## config.mk

```make
export PLATFORM = sky130hd
export DESIGN_NAME = inc_pulse_ctrl_flat
export DESIGN_NICKNAME = d
export VERILOG_FILES = /design/src/rtl/inc_pulse_ctrl_if.sv /design/src/rtl/inc_pulse_ctrl.sv /design/src/flat_wrapper.sv
export SDC_FILE = /design/constraint.sdc
export NUM_CORES = 1
export LEC_CHECK = 0
export BUFFER_PORTS_ARGS = -buffer_cell sky130_fd_sc_hd__buf_2
export CORE_MARGIN = 3
export CORE_UTILIZATION = 28
export CTS_BUF_LIST = sky130_fd_sc_hd__clkbuf_8 sky130_fd_sc_hd__clkbuf_16
export DETAILED_ROUTE_END_ITERATION = 8
export PLACE_DENSITY_LB_ADDON = 0.15
export SYNTH_ARGS = -nofsm -noshare
export SYNTH_HDL_FRONTEND = slang
export SYNTH_SLANG_ARGS = --single-unit
```

## constraint.sdc

```tcl
create_clock -name clk -period 3.6 [get_ports clk]
set_input_delay 0.72 -clock clk [delete_from_list [all_inputs] [get_ports clk]]
set_output_delay 0.72 -clock clk [all_outputs]
set_load 0.01 [all_outputs]
```

## src/rtl/inc_pulse_ctrl_if.sv

```systemverilog
// Button-side signal bundle for inc_pulse_ctrl: raw button in, increment pulse and status out.
// master = board/button side, slave = controller.
interface inc_pulse_ctrl_if;
  logic btn;
  logic inc;
  logic btn_db;
  logic busy;

  modport master (output btn, input inc, btn_db, busy);
  modport slave (input btn, output inc, btn_db, busy);
endinterface

```

## src/rtl/inc_pulse_ctrl.sv

```systemverilog
// Debounces a raw push-button and emits one single-cycle inc pulse per accepted press.
// Optional auto-repeat while held is enabled by defining INC_AUTO_REPEAT_EN.
module inc_pulse_ctrl #(
  parameter int unsigned DEBOUNCE_CYCLES = 500000,
  parameter int unsigned HOLD_CYCLES     = 50000000,
  parameter int unsigned REPEAT_CYCLES   = 25000000
) (
  input logic            clk,
  input logic            reset,
  inc_pulse_ctrl_if.slave bus
);

  localparam int unsigned TmrW = $clog2(DEBOUNCE_CYCLES);
  // The sample that leaves IDLE/PRESSED counts as the first stable sample.
  localparam logic [TmrW-1:0] TmrLast = TmrW'(DEBOUNCE_CYCLES - 2);

  if (DEBOUNCE_CYCLES < 2) begin : g_bad_debounce
    $error("DEBOUNCE_CYCLES must be 2 or more");
  end
  if (HOLD_CYCLES == 0 || REPEAT_CYCLES == 0) begin : g_bad_repeat
    $error("HOLD_CYCLES and REPEAT_CYCLES must be non-zero");
  end

  typedef enum logic [1:0] {StIdle, StWaitPress, StPressed, StWaitRelease} state_e;

  state_e          state_q, state_d;
  logic [TmrW-1:0] tmr_q, tmr_d;
  logic            sync1_q, btn_s;
  logic            press_inc, rpt_inc;
  logic            inc_q, btn_db_q, busy_q;

  always_ff @(posedge clk) begin
    if (reset) begin
      sync1_q <= 1'b0;
      btn_s   <= 1'b0;
    end else begin
      sync1_q <= bus.btn;
      btn_s   <= sync1_q;
    end
  end

  always_comb begin
    state_d   = state_q;
    tmr_d     = tmr_q;
    press_inc = 1'b0;
    unique case (state_q)
      StIdle: begin
        if (btn_s) state_d = StWaitPress;
      end
      StWaitPress: begin
        if (!btn_s) begin
          state_d = StIdle;
        end else if (tmr_q == TmrLast) begin
          state_d   = StPressed;
          press_inc = 1'b1;
        end else begin
          tmr_d = tmr_q + 1'b1;
        end
      end
      StPressed: begin
        if (!btn_s) state_d = StWaitRelease;
      end
      StWaitRelease: begin
        if (btn_s) begin
          state_d = StPressed;
        end else if (tmr_q == TmrLast) begin
          state_d = StIdle;
        end else begin
          tmr_d = tmr_q + 1'b1;
        end
      end
      default: state_d = StIdle;
    endcase
    if (state_d != state_q) tmr_d = '0;
  end

`ifdef INC_AUTO_REPEAT_EN
  localparam int unsigned RptMax = (HOLD_CYCLES > REPEAT_CYCLES) ? HOLD_CYCLES : REPEAT_CYCLES;
  localparam int unsigned RptW   = (RptMax > 1) ? $clog2(RptMax) : 1;
  localparam logic [RptW-1:0] HoldLast   = RptW'(HOLD_CYCLES - 1);
  localparam logic [RptW-1:0] RepeatLast = RptW'(REPEAT_CYCLES - 1);

  logic [RptW-1:0] rpt_q, rpt_d;
  logic            rep_q, rep_d;  // first (hold) pulse already issued

  always_comb begin
    rpt_d   = '0;
    rep_d   = 1'b0;
    rpt_inc = 1'b0;
    if (state_q == StPressed && state_d == StPressed) begin
      rep_d = rep_q;
      rpt_d = rpt_q + 1'b1;
      if (rep_q ? (rpt_q == RepeatLast) : (rpt_q == HoldLast)) begin
        rpt_inc = 1'b1;
        rpt_d   = '0;
        rep_d   = 1'b1;
      end
    end
  end

  always_ff @(posedge clk) begin
    if (reset) begin
      rpt_q <= '0;
      rep_q <= 1'b0;
    end else begin
      rpt_q <= rpt_d;
      rep_q <= rep_d;
    end
  end
`else
  assign rpt_inc = 1'b0;
`endif

  always_ff @(posedge clk) begin
    if (reset) begin
      state_q  <= StIdle;
      tmr_q    <= '0;
      inc_q    <= 1'b0;
      btn_db_q <= 1'b0;
      busy_q   <= 1'b0;
    end else begin
      state_q  <= state_d;
      tmr_q    <= tmr_d;
      inc_q    <= press_inc | rpt_inc;
      btn_db_q <= (state_d == StPressed) || (state_d == StWaitRelease);
      busy_q   <= (state_d == StWaitPress) || (state_d == StWaitRelease);
    end
  end

  assign bus.inc    = inc_q;
  assign bus.btn_db = btn_db_q;
  assign bus.busy   = busy_q;

endmodule

```

## src/flat_wrapper.sv

```systemverilog
// flat-port wrapper written by rule: the top's interface ports become plain ports
module inc_pulse_ctrl_flat 
#(
  parameter int unsigned DEBOUNCE_CYCLES = 500000,
  parameter int unsigned HOLD_CYCLES     = 50000000,
  parameter int unsigned REPEAT_CYCLES   = 25000000
)
  (clk, reset, bus_btn, bus_inc, bus_btn_db, bus_busy);
  inc_pulse_ctrl_if bus_i ();
  input logic clk;
  input logic reset;
  input wire logic [$bits(bus_i.btn)-1:0] bus_btn;
  output wire logic [$bits(bus_i.inc)-1:0] bus_inc;
  output wire logic [$bits(bus_i.btn_db)-1:0] bus_btn_db;
  output wire logic [$bits(bus_i.busy)-1:0] bus_busy;
  assign bus_i.btn = bus_btn;
  assign bus_inc = bus_i.inc;
  assign bus_btn_db = bus_i.btn_db;
  assign bus_busy = bus_i.busy;
  inc_pulse_ctrl #(.DEBOUNCE_CYCLES(DEBOUNCE_CYCLES), .HOLD_CYCLES(HOLD_CYCLES), .REPEAT_CYCLES(REPEAT_CYCLES)) u_core (.clk(clk), .reset(reset), .bus(bus_i));
endmodule
```

Word level (Yosys, flattened, before mapping)

Cells that the tools add are included.
W data, S select, Z words.

Register bits: 26
Input port bits: 3
Output and inout port bits: 3
Logic and storage cells: 39

$add $sub $neg: 1
Eq/ne operators: 10
Muxes and demuxes: 12
Bitwise gates (word level): 2
Reductions and logical operators: 7

Operators by type and width:

| operator                | number |
|---|---|
| $mux W19                | 3 |
| $pmux W19 S2            | 1 |
| $add A19 B1 Y19 const B | 1 |
| $eq A19 B19 Y1 const B  | 1 |
| $mux W2                 | 6 |
| $eq A2 B2 Y1 const B    | 4 |
| $pmux W2 S4             | 1 |
| $eq A2 B1 Y1 const B    | 2 |
| $reduce_and A3 Y1       | 1 |
| $reduce_or A3 Y1        | 1 |
| $logic_not A2 Y1        | 1 |
| $logic_or A1 B1 Y1      | 2 |
| $ne A2 B1 Y1 const B    | 1 |
| $ne A2 B2 Y1            | 1 |
| $ne A2 B2 Y1 const B    | 1 |
| $not A1 Y1              | 2 |
| $reduce_bool A2 Y1      | 1 |
| $reduce_or A2 Y1        | 1 |
| $mux W1                 | 1 |

Longest topological paths before layout

Gate-level depths: netlist (run 1).

Depth in word-level cells: 6
Mapped depth: 8
Gate-level depth less buffers: 7

Worst setup path before layout (run 1)

OpenSTA, ideal clock, no wires.

Path kind: reg2reg
Start point: register u_core.tmr_q[0]
End point: register u_core.tmr_q[3]
Library setup time: 0.117 ns
Arrival time: 1.517 ns
Required time: 3.483 ns
Setup slack: 1.967 ns
Stages on the path, launching flop included: 8
Buffers on the path: 1
Clock period less this slack: 1.633 ns
Cell sequence: dfxtp_1 inv_1 ha_1 nor3b_1 nand4_2 o21a_4 buf_6 a22o_1

Longest elaborated chain between the ends: 6
Elaborated cells on any way between the ends: 13
Those cells by class: 1 x add/sub; 2 x eq/ne; 9 x mux; 1 x reduce/logical

Ends and longest elaborated chain:

| item                                                                    | RTL line              | source |
|---|---|---|
| start: declaration                                                      | inc_pulse_ctrl.sv:27  | `logic [TmrW-1:0] tmr_q, tmr_d;` |
| start signal: assignment                                                | inc_pulse_ctrl.sv:123 | `tmr_q <= tmr_d;` |
| parallel branches: the longest is 6 deep, another holds $add A19 B1 Y19 | -                     |  |

Parallel ways; which one is timed is not known. The select of a mux whose other input is x is not followed.
A chain may end at the register's enable or synchronous reset.

Worst setup path after layout (run 1)

Start point: register u_core.tmr_q[0]
End point: register u_core.tmr_q[15]

Same word-level chain as after synthesis.

==> flow_summary.yaml, run 1 <==
synth:
  synthCells: 141
  synth.largest_area_cell: "dfxtp_1"
  synth.avg_cell_area_um2: 8.892
  syn_nets: 146
  yosysTopAreaCellShare_pct: 39.92
  yosys_warnings: 0
  netlist_area_um2: 1254
  synth_area_leaders: "dfxtp_1, nor2_1, xor2_1"
  yosysUniqueCellTypes: 41
  synth_seq_area_share_pct: 39.92
  ys_seq_elements: 25
place:
  gp_congestion: 0.7937
  hpwl_um: 2028
  port_buffers: 5
  pre_cts_slack_ps: 1670
power_and_ir_drop:
  p_switching_uw: 110.7
  p_leak_uw: 0.0004913
  clockPowerShare_pct: 36.4
  pwr-share-comb_pct: 4.2
  ir_drop_mv: 0.1774
  p_seq_share_pct: 59.4
  switching_share_pct: 23.34
  intPower_uw: 363.6
  power.density_nw_per_um2: 345.6
timing:
  final_hold_viol_count: 0
  grt_setup_unrepaired: "no"
  fin_crit_sh_pct: 53.59
  worst_slack_ps: 1671
  slew_viol_final: 0
  relSlewSlack_pct: 67.89
  fmax_mhz: 518.4
  fin_skew_ps: 7.836
  period_minus_slack_ps: 1929
  tns_ps: 0
  worstMarginPinSlew_ps: 478.2
  hold_slack_ps: 448.0
  setup_violations: 0
setup_path:
  worst-setup-path-type: "reg -> reg"
  worst-path-buf-inv: 1
  max_stage_delay_ps: 330
  end_kind: "flip-flop"
  crit_chain: "inv_1, ha_1, nor3b_1, nand4_2, o21ai_1, a21o_1, nor2_1"
  worstPathMaxFanout: 7
  cpLargestDelayFamily: "simple AND/OR/NAND/NOR gates"
  rr_startpoint: "u_core.tmr_q[0]"
  worstPathRequired_ps: 3770
  worst-r2r-cell-count: 7
  cp_slowest_cell: "dfxtp_1"
  cp-start-kind: "flip-flop"
  r2r_end: "u_core.tmr_q[15]"
  rrSetupSlack_ps: 1670
  crit_arrival_ps: 2100
flow_run:
  drv_cap: 0
global_route:
  use_met2_pct: 19.34
  grt_pass1_wl_um: 4830
  grt_start_max_net_pins: 17
  gr-usage-all-layers_pct: 11.70
  grt-ovfl-total: 0
  antenna_found_initial: 0
  grt_pass1_vias: 1015
  grt_use_met3_pct: 3.444
  busiest_layer: "met2"
  met1_usage_pct: 14.84
clocking:
  post_cts_buffers: 0
  ctsResizeCount: 0
  clk_latency_ps: 270
  cts-root-buf: "clkbuf_8"
  path_clk_slew_ps: 100
  htreeDepth: 1
  cts_tree: "yes"
  clk_path_buf_depth: 2
  cts_hold_buf: 0
  cts_buffers: 3
  cts_sinks: 25
worst_hold_path:
  hold_class: "reg -> reg"
  min_to: "u_core.btn_s"
  hold_path_depth: 1
  hold_start: "u_core.sync1_q"
routing:
  drcViolationCount: 0
  vias: 1034
  drt-total-wl_um: 2857
  firstDrtPassIters: 5
  wl_per_cell_um: 14.43
  ant_nets: 0
  drtIter0Drc: 36
  via_per_inst: 5.222
cells_and_area:
  fillers: 468
  layout-drive-gt1-share_pct: 13.51
  fin_util_pct: 33.12
  syn2layout_area_growth_pct: 9.481
  diodes: 0
  layout.nets: 154
floorplanning:
  io_pins: 6
  die_y_um: 72.92
  die_area_um2: 5317
  die-width_um: 72.92
  fp.coreArea_um2: 4144
  fp-row-count: 23
  initial_utilization_pct: 30.25
run_status:
  status: "finished clean"
-- routing by layer --
layer | share of wire [%] | wire, um | vias up
met2 | 46 | 1322 | 28
met1 | 46 | 1317 | 484
met3 | 7.0 | 200 | 2
met5 | 0 | 0 | -
met4 | 0.60 | 17 | 0
li1 | - | - | 520
-- through the flow --
step / instances / power, uW / area (um2)
after global routing: 198 / 492.1 / 1373
after floorplan: 141 / 301.0 / 1254
after global placement: 194 / 308.1 / 1326
final: 198 / 474.3 / 1373
after detailed placement: 194 / 308.1 / 1326
after CTS: 198 / 477.2 / 1373
-- cell usage after synthesis, drive strengths merged --
library cell / count
a41oi: 1
nor2: 14
a21o: 1
xnor2: 2
dfxtp: 25
o31a: 1
ha: 2
a311oi: 1
and3: 5
or3: 4
a21oi: 9
nor4: 1
nand2b: 3
and4: 1
a31oi: 5
and2: 2
mux2: 1
nor2b: 2
nand2: 11
o22ai: 1
nor4bb: 1
a22o: 1
or2: 1
or4: 1
nand4: 6
nand3: 10
o21a: 1
inv: 6
xor2: 6
o21ai: 5
mux2i: 1
nor3b: 1
nor3: 5
nand4b: 1
buf: 1
clkbuf: 1
nor4b: 1
-- registers in the layout, summed over array words and instances (netlist names) --
name,count
u_core.bus.btn_db,1
u_core.bus.inc,1
u_core.state_q,2
u_core.tmr_q,19
u_core.btn_s,1
u_core.sync1_q,1
-- power by group through the flow --
stage | registers, uW | logic (uW) | clock network (uW)
finish | 282 | 20.0 | 173
global route | 282 | 22.1 | 188
CTS | 282 | 20.1 | 176
detailed placement | 288 | 20.2 | 0
global placement | 288 | 20.1 | 0
floorplan | 287 | 13.5 | 0
-- logic make-up after synthesis --
group	Yosys count	share of synthesized area [%]
buffers and inverters	8	2.994
DFF	25	39.92
AOI/OAI and AO/OA	26	13.47
xor gates and xnor gates	8	5.589
adders and majority gates	2	1.996
and+or+nand+nor	70	34.33
muxes	2	1.697
-- layout make-up --
type | instances | area, um2 | area share (%)
clock buffer | 3 | 41.29 | 3.008
clock inverter | 1 | 5.005 | 0.3646
multi-input combinational | 108 | 715.7 | 52.14
timing repair buffer | 5 | 25.02 | 1.823
inverter | 6 | 22.52 | 1.641
sequential | 25 | 500.5 | 36.46
tap | 50 | 62.56 | 4.558
-- placed cells by master (no fill, tap or decap), types with 2 or more instances in the layout --
| cell | Yosys | layout |
|---|---|---|
| nand3_1 | 10 | 10 |
| nand4_2 | 2 | 2 |
| o21ai_0 | 2 | 2 |
| or3_1 | 4 | 4 |
| buf_2 | 0 | 5 |
| a21oi_1 | 9 | 9 |
| ha_1 | 2 | 2 |
| dfxtp_1 | 25 | 25 |
| and3_1 | 5 | 5 |
| clkbuf_8 | 0 | 3 |
| nor2b_1 | 2 | 2 |
| nand2_1 | 11 | 11 |
| nand2b_1 | 3 | 3 |
| nor3_1 | 4 | 4 |
| and2_1 | 2 | 2 |
| xor2_1 | 6 | 6 |
| a31oi_1 | 5 | 5 |
| nor2_1 | 14 | 14 |
| inv_1 | 6 | 6 |
| o21ai_1 | 2 | 2 |
| xnor2_1 | 2 | 2 |
| nand4_1 | 4 | 4 |
-- how the worst max path moves through the flow --
stage | startpoint | to | slack, ps | cells after the start
5_1_grt | u_core.tmr_q[1] | u_core.tmr_q[15] | 1510 | 6
3_5_place_dp | u_core.tmr_q[1] | u_core.tmr_q[15] | 1670 | 6
3_3_place_gp | reset | u_core.tmr_q[18] | 1780 | 5
2_1_floorplan | u_core.tmr_q[0] | u_core.tmr_q[3] | 1970 | 7
6_report | u_core.tmr_q[0] | u_core.tmr_q[15] | 1670 | 7
4_1_cts | u_core.tmr_q[1] | u_core.tmr_q[15] | 1670 | 6
Note: power is estimated with default switching activity, not from simulation.
==> inputs of run 2 (changes only) <==
clock period = 1.6 ns   (was 3.6 ns; I/O delays follow)
==> run 2 against run 1 <==
The run now ends with negative setup slack left. Power is 130% higher. Sequential power grew 120%. First-iteration DRC count grew to 2.5 times the previous value. Highest routed layer unchanged.
==> flow_summary.yaml, run 2 (same netlist as run 1, synthesis figures left out) <==
run_status:
  status: "finished with violations"
  failed_checks: "negative setup slack"
cells_and_area:
  layout.nets: 175
  layout-drive-gt1-share_pct: 36.69
  reg.largest.list: "u_core.tmr_q (19), u_core.state_q (2)"
  final_common_cell: "buf_4"
  largest_register_ffs: 19
  largest_register: "u_core.tmr_q"
  diodes: 0
  fillers: 425
  syn2layout_area_growth_pct: 31.14
  fin_util_pct: 39.67
  final_cell_mix: "buf_4, dfxtp_1, nor2_1"
flow_run:
  drv_cap: 0
floorplanning:
  io_pins: 6
  die-width_um: 72.92
  initial_utilization_pct: 30.25
  fp.coreArea_um2: 4144
  die_y_um: 72.92
  fp-row-count: 23
  die_area_um2: 5317
place:
  pre_cts_slack_ps: -72.87
  gp_congestion: 0.7962
  hpwl_um: 2150
  port_buffers: 5
power_and_ir_drop:
  ir_drop_mv: 0.3485
  total_power_uw: 1089
  power.density_nw_per_um2: 662.1
  p_leak_uw: 0.0006434
clocking:
  clk_latency_ps: 280
  htreeDepth: 1
  cts_hold_buf: 0
  cts-root-buf: "clkbuf_8"
  cts_tree: "yes"
  cts_buffers: 3
  cts_sinks: 25
  path_clk_slew_ps: 100
  clk_path_buf_depth: 2
setup_path:
  worst-setup-path-type: "reg -> reg"
  worstPathRequired_ps: 1770
  crit_arrival_ps: 1810
  worstPathMaxFanout: 5
  worst-r2r-cell-count: 5
  cp-start-kind: "flip-flop"
  r2r_end: "u_core.state_q[1]"
  rr_startpoint: "u_core.tmr_q[14]"
  end_kind: "flip-flop"
  rrSetupSlack_ps: -40
timing:
  fmax_mhz: 610.4
  period_minus_slack_ps: 1638
  worst_slack_ps: -38.26
  grt_setup_unrepaired: "yes"
  worstMarginPinSlew_ps: 361.2
  final_hold_viol_count: 0
  relSlewSlack_pct: 75.88
  fin_skew_ps: 7.877
  slew_viol_final: 0
  setup_violations: 6
  fin_crit_sh_pct: 102.4
  tns_ps: -130.4
global_route:
  antenna_found_initial: 0
  grt_start_max_net_pins: 15
  gr-usage-all-layers_pct: 12.72
  grt_pass1_wl_um: 5209
  grt_pass1_vias: 1056
  grt-ovfl-total: 0
worst_hold_path:
  hold_path_depth: 2
  hold_class: "in -> reg"
  hold_start: "bus_btn"
  min_to: "u_core.sync1_q"
routing:
  drt-total-wl_um: 3096
  ant_nets: 0
  wl_per_cell_um: 14.14
  drcViolationCount: 0
  vias: 1123
  firstDrtPassIters: 4
  via_per_inst: 5.128
  drtIter0Drc: 91
run 2: layout make-up:
cell class                 count  area [um2]  share of cell area [%]
tap                           50       62.56                   3.805
timing repair buffer          25       175.2                   10.65
clock buffer                   3       41.29                   2.511
multi-input combinational    109       829.5                   50.46
inverter                       6       22.52                   1.370
sequential                    25       508.0                   30.90
clock inverter                 1       5.005                  0.3044
run 2: how the worst max path moves through the flow:
stage / from / endpoint / cells after the start / slack (ps)
finish: u_core.tmr_q[14] / u_core.state_q[1] / 5 / -40
global route: u_core.tmr_q[14] / u_core.tmr_q[0] / 6 / -130
CTS: u_core.tmr_q[14] / u_core.bus.btn_db / 5 / -10
detailed placement: u_core.tmr_q[0] / u_core.tmr_q[4] / 7 / -70
global placement: u_core.tmr_q[0] / u_core.tmr_q[4] / 7 / -40
floorplan: u_core.tmr_q[0] / u_core.tmr_q[4] / 7 / 20
run 2: routing by layer:
metal  global-route usage, %  vias to the layer above  share of wire (%)
met2                   19.54                       10                 46
met4                   3.689                        0                1.2
met5                       0                        -                  0
li1                        -                      567                  -
met1                   18.03                      541                 51
met3                   2.479                        5                2.1
run 2: repair_timing:
action | in CTS | in global routing
setup endpoints to repair | 14 | 21
pin swaps | 6 | 2
resized for setup | 15 | 11
cloned | 1 | 0
setup buffers | 1 | 1
run 2: through the flow:
stage / area (um2) / cells / hold WS, ps
3_3_place_gp: 1466 / 212 / 431.6
6_report: 1644 / 219 / 248.0
4_1_cts: 1585 / 218 / 249.3
5_1_grt: 1644 / 219 / 282.0
2_1_floorplan: 1259 / 141 / 413.8
3_5_place_dp: 1466 / 212 / 439.6
run 2: worst max-delay path: stages (launching register included):
cell and delay [ps]:
dfxtp_2 340, nor4bb_4 400, nand4_4 220, nor3_4 220
mux2i_2 280, nor2_1 70
run 2: report_power, final:
group,leakage (uW),switching (uW),internal [uW]
clock network,0.0000255,216,175
registers,0.000205,5.67,628
logic,0.000413,34.0,29.7
total,0.000643,256,833
==> inputs of run 3 (changes only) <==
--- a/config.mk
+++ b/config.mk
@@ -12,2 +12,3 @@
 export DETAILED_ROUTE_END_ITERATION = 8
+export HOLD_SLACK_MARGIN = 0.06
 export PLACE_DENSITY_LB_ADDON = 0.15
--- a/constraint.sdc
+++ b/constraint.sdc
@@ -3,2 +3,2 @@
 set_output_delay 0.32 -clock clk [all_outputs]
-set_load 0.01 [all_outputs]
+set_load 0.1 [all_outputs]
==> run 3 against run 2 <==
The run still ends with negative setup slack left. Via count up 0.27%. Worst hold slack improved by 0.60 ps. Register-to-register slack about the same. Sequential share of layout area fell by 0.71 points. Combinational power up 12%. Setup slack got worse by 5.6 ps. Core utilization increased by 1.2 points. First-iteration DRC count decreased by 73%. Flip-flop and latch count unchanged. Final cell count rose by 0.91%. Die area is the same. Global-route usage is 0.50 points higher. Largest cell class unchanged.
==> flow_summary.yaml, run 3 (same netlist as run 1, synthesis figures left out) <==
run_status:
  status: "finished with violations"
  failed_checks: "negative setup slack"
global_route:
  gr-usage-all-layers_pct: 13.22
  grt_pass1_vias: 1123
  grt_start_max_net_pins: 15
  grt-ovfl-total: 0
  antenna_found_initial: 0
  grt_pass1_wl_um: 5333
place:
  hpwl_um: 2165
  dp_cells: 215
  port_buffers: 5
  gp_congestion: 0.8000
setup_path:
  cp_slowest_cell: "dfxtp_2"
  crit_chain: "inv_2, ha_4, nor3b_4, nand4_4, o21a_4, a41oi_2, a31oi_1"
  end_kind: "flip-flop"
  worstPathRequired_ps: 1760
  crit_arrival_ps: 1800
  worst-setup-path-type: "reg -> reg"
  rrSetupSlack_ps: -40
  max_stage_delay_ps: 340
  worstPathMaxFanout: 8
  cp-start-kind: "flip-flop"
clocking:
  clk_latency_ps: 270
  cts_sinks: 25
  path_clk_slew_ps: 90
  cts-root-buf: "clkbuf_8"
  clk_path_buf_depth: 2
  cts_tree: "yes"
  cts_buffers: 3
  htreeDepth: 1
cells_and_area:
  syn2layout_area_growth_pct: 35.23
  fillers: 422
  layout.nets: 177
  largest_register_ffs: 19
  final_common_cell: "buf_4"
  layout-drive-gt1-share_pct: 37.43
  instances_no_fill: 221
  diodes: 0
  largest_register: "u_core.tmr_q"
  final_cell_mix: "buf_4, dfxtp_1, nor2_1"
  reg.largest.list: "u_core.tmr_q (19), u_core.state_q (2)"
timing:
  setup_violations: 6
  period_minus_slack_ps: 1644
  final_hold_viol_count: 0
  worstMarginPinSlew_ps: 491.6
  hold_slack_ps: 248.6
  fmax_mhz: 608.3
  slew_viol_final: 0
  relSlewSlack_pct: 67.45
  fin_crit_sh_pct: 102.7
  worst_slack_ps: -43.85
  fin_skew_ps: 5.440
  grt_setup_unrepaired: "yes"
power_and_ir_drop:
  power.density_nw_per_um2: 637.9
  p_leak_uw: 0.0006864
  ir_drop_mv: 0.3502
routing:
  firstDrtPassIters: 4
  vias: 1126
  ant_nets: 0
  drtIter0Drc: 25
  wl_per_cell_um: 14.49
  drt-total-wl_um: 3202
  via_per_inst: 5.095
  drcViolationCount: 0
floorplanning:
  io_pins: 6
  fp-row-count: 23
  die_y_um: 72.92
  die_area_um2: 5317
  initial_utilization_pct: 30.25
  die-width_um: 72.92
  fp.coreArea_um2: 4144
worst_hold_path:
  hold_class: "in -> reg"
flow_run:
  drv_cap: 0
## run 3: metrics by stage
stage / total power (uW) / setup TNS [ps] / instance area [um2] / utilization (%) / setup WS [ps]
5_1_grt: 1124 / -1744 / 1695 / 40.91 / -143.6
3_5_place_dp: 707.9 / -721.2 / 1493 / 36.02 / -115.9
6_report: 1081 / -131.8 / 1695 / 40.91 / -43.85
3_3_place_gp: 707.4 / -215.5 / 1493 / 36.02 / -34.89
2_1_floorplan: 680.7 / 0 / 1262 / - / 15.31
4_1_cts: 1088 / -83.75 / 1599 / 38.59 / -29.69
## run 3: timing repair
action / 4_1_cts / 5_1_grt
endpoints found under the setup margin: 17 / 21
buffers inserted: 0 / 1
hold buffers: 0 / 0
pin swaps: 9 / 12
cloned: 1 / 0
resized for setup: 13 / 20
## run 3: cell type report
type / count / area (um2) / share of cell area (%)
Timing Repair Buffer: 27 / 193.9 / 11.44
Sequential cell: 25 / 511.7 / 30.18
Clock inverter: 1 / 3.754 / 0.2214
Inverter: 6 / 22.52 / 1.328
Clock buffer: 3 / 41.29 / 2.435
Tap cell: 50 / 62.56 / 3.690
Multi-Input combinational cell: 109 / 859.6 / 50.70
## run 3: routing by layer
layer | track usage, % | up-vias | part of all wire (%)
met4 | 5.328 | 0 | 1.8
met2 | 21.64 | 10 | 49
met1 | 16.69 | 537 | 47
met3 | 3.030 | 7 | 2.3
li1 | - | 572 | -
met5 | 0 | - | 0
## run 3: where the power goes
group / switching [uW] / total [uW] / internal (uW)
Combinational: 42.2 / 71.1 / 28.9
Clock: 208 / 381 / 172
Sequential: 4.92 / 630 / 625
## run 3: critical path: cells and delay by family (launching register included)
family | cells | cell delay [ps]
adders and majority gates | 1 | 120
buffers and inverters | 1 | 70
DFF | 1 | 340
and+or+nand+nor | 2 | 440
AOI/OAI and AO/OA | 3 | 570
## run 3: worst paths after layout
check                  start               end  cells after the start
max reg2reg  u_core.tmr_q[0]  u_core.tmr_q[18]                      7
min                  bus_btn    u_core.sync1_q                      2
min reg2reg   u_core.sync1_q      u_core.btn_s                      1
max          u_core.tmr_q[0]  u_core.tmr_q[18]                      7
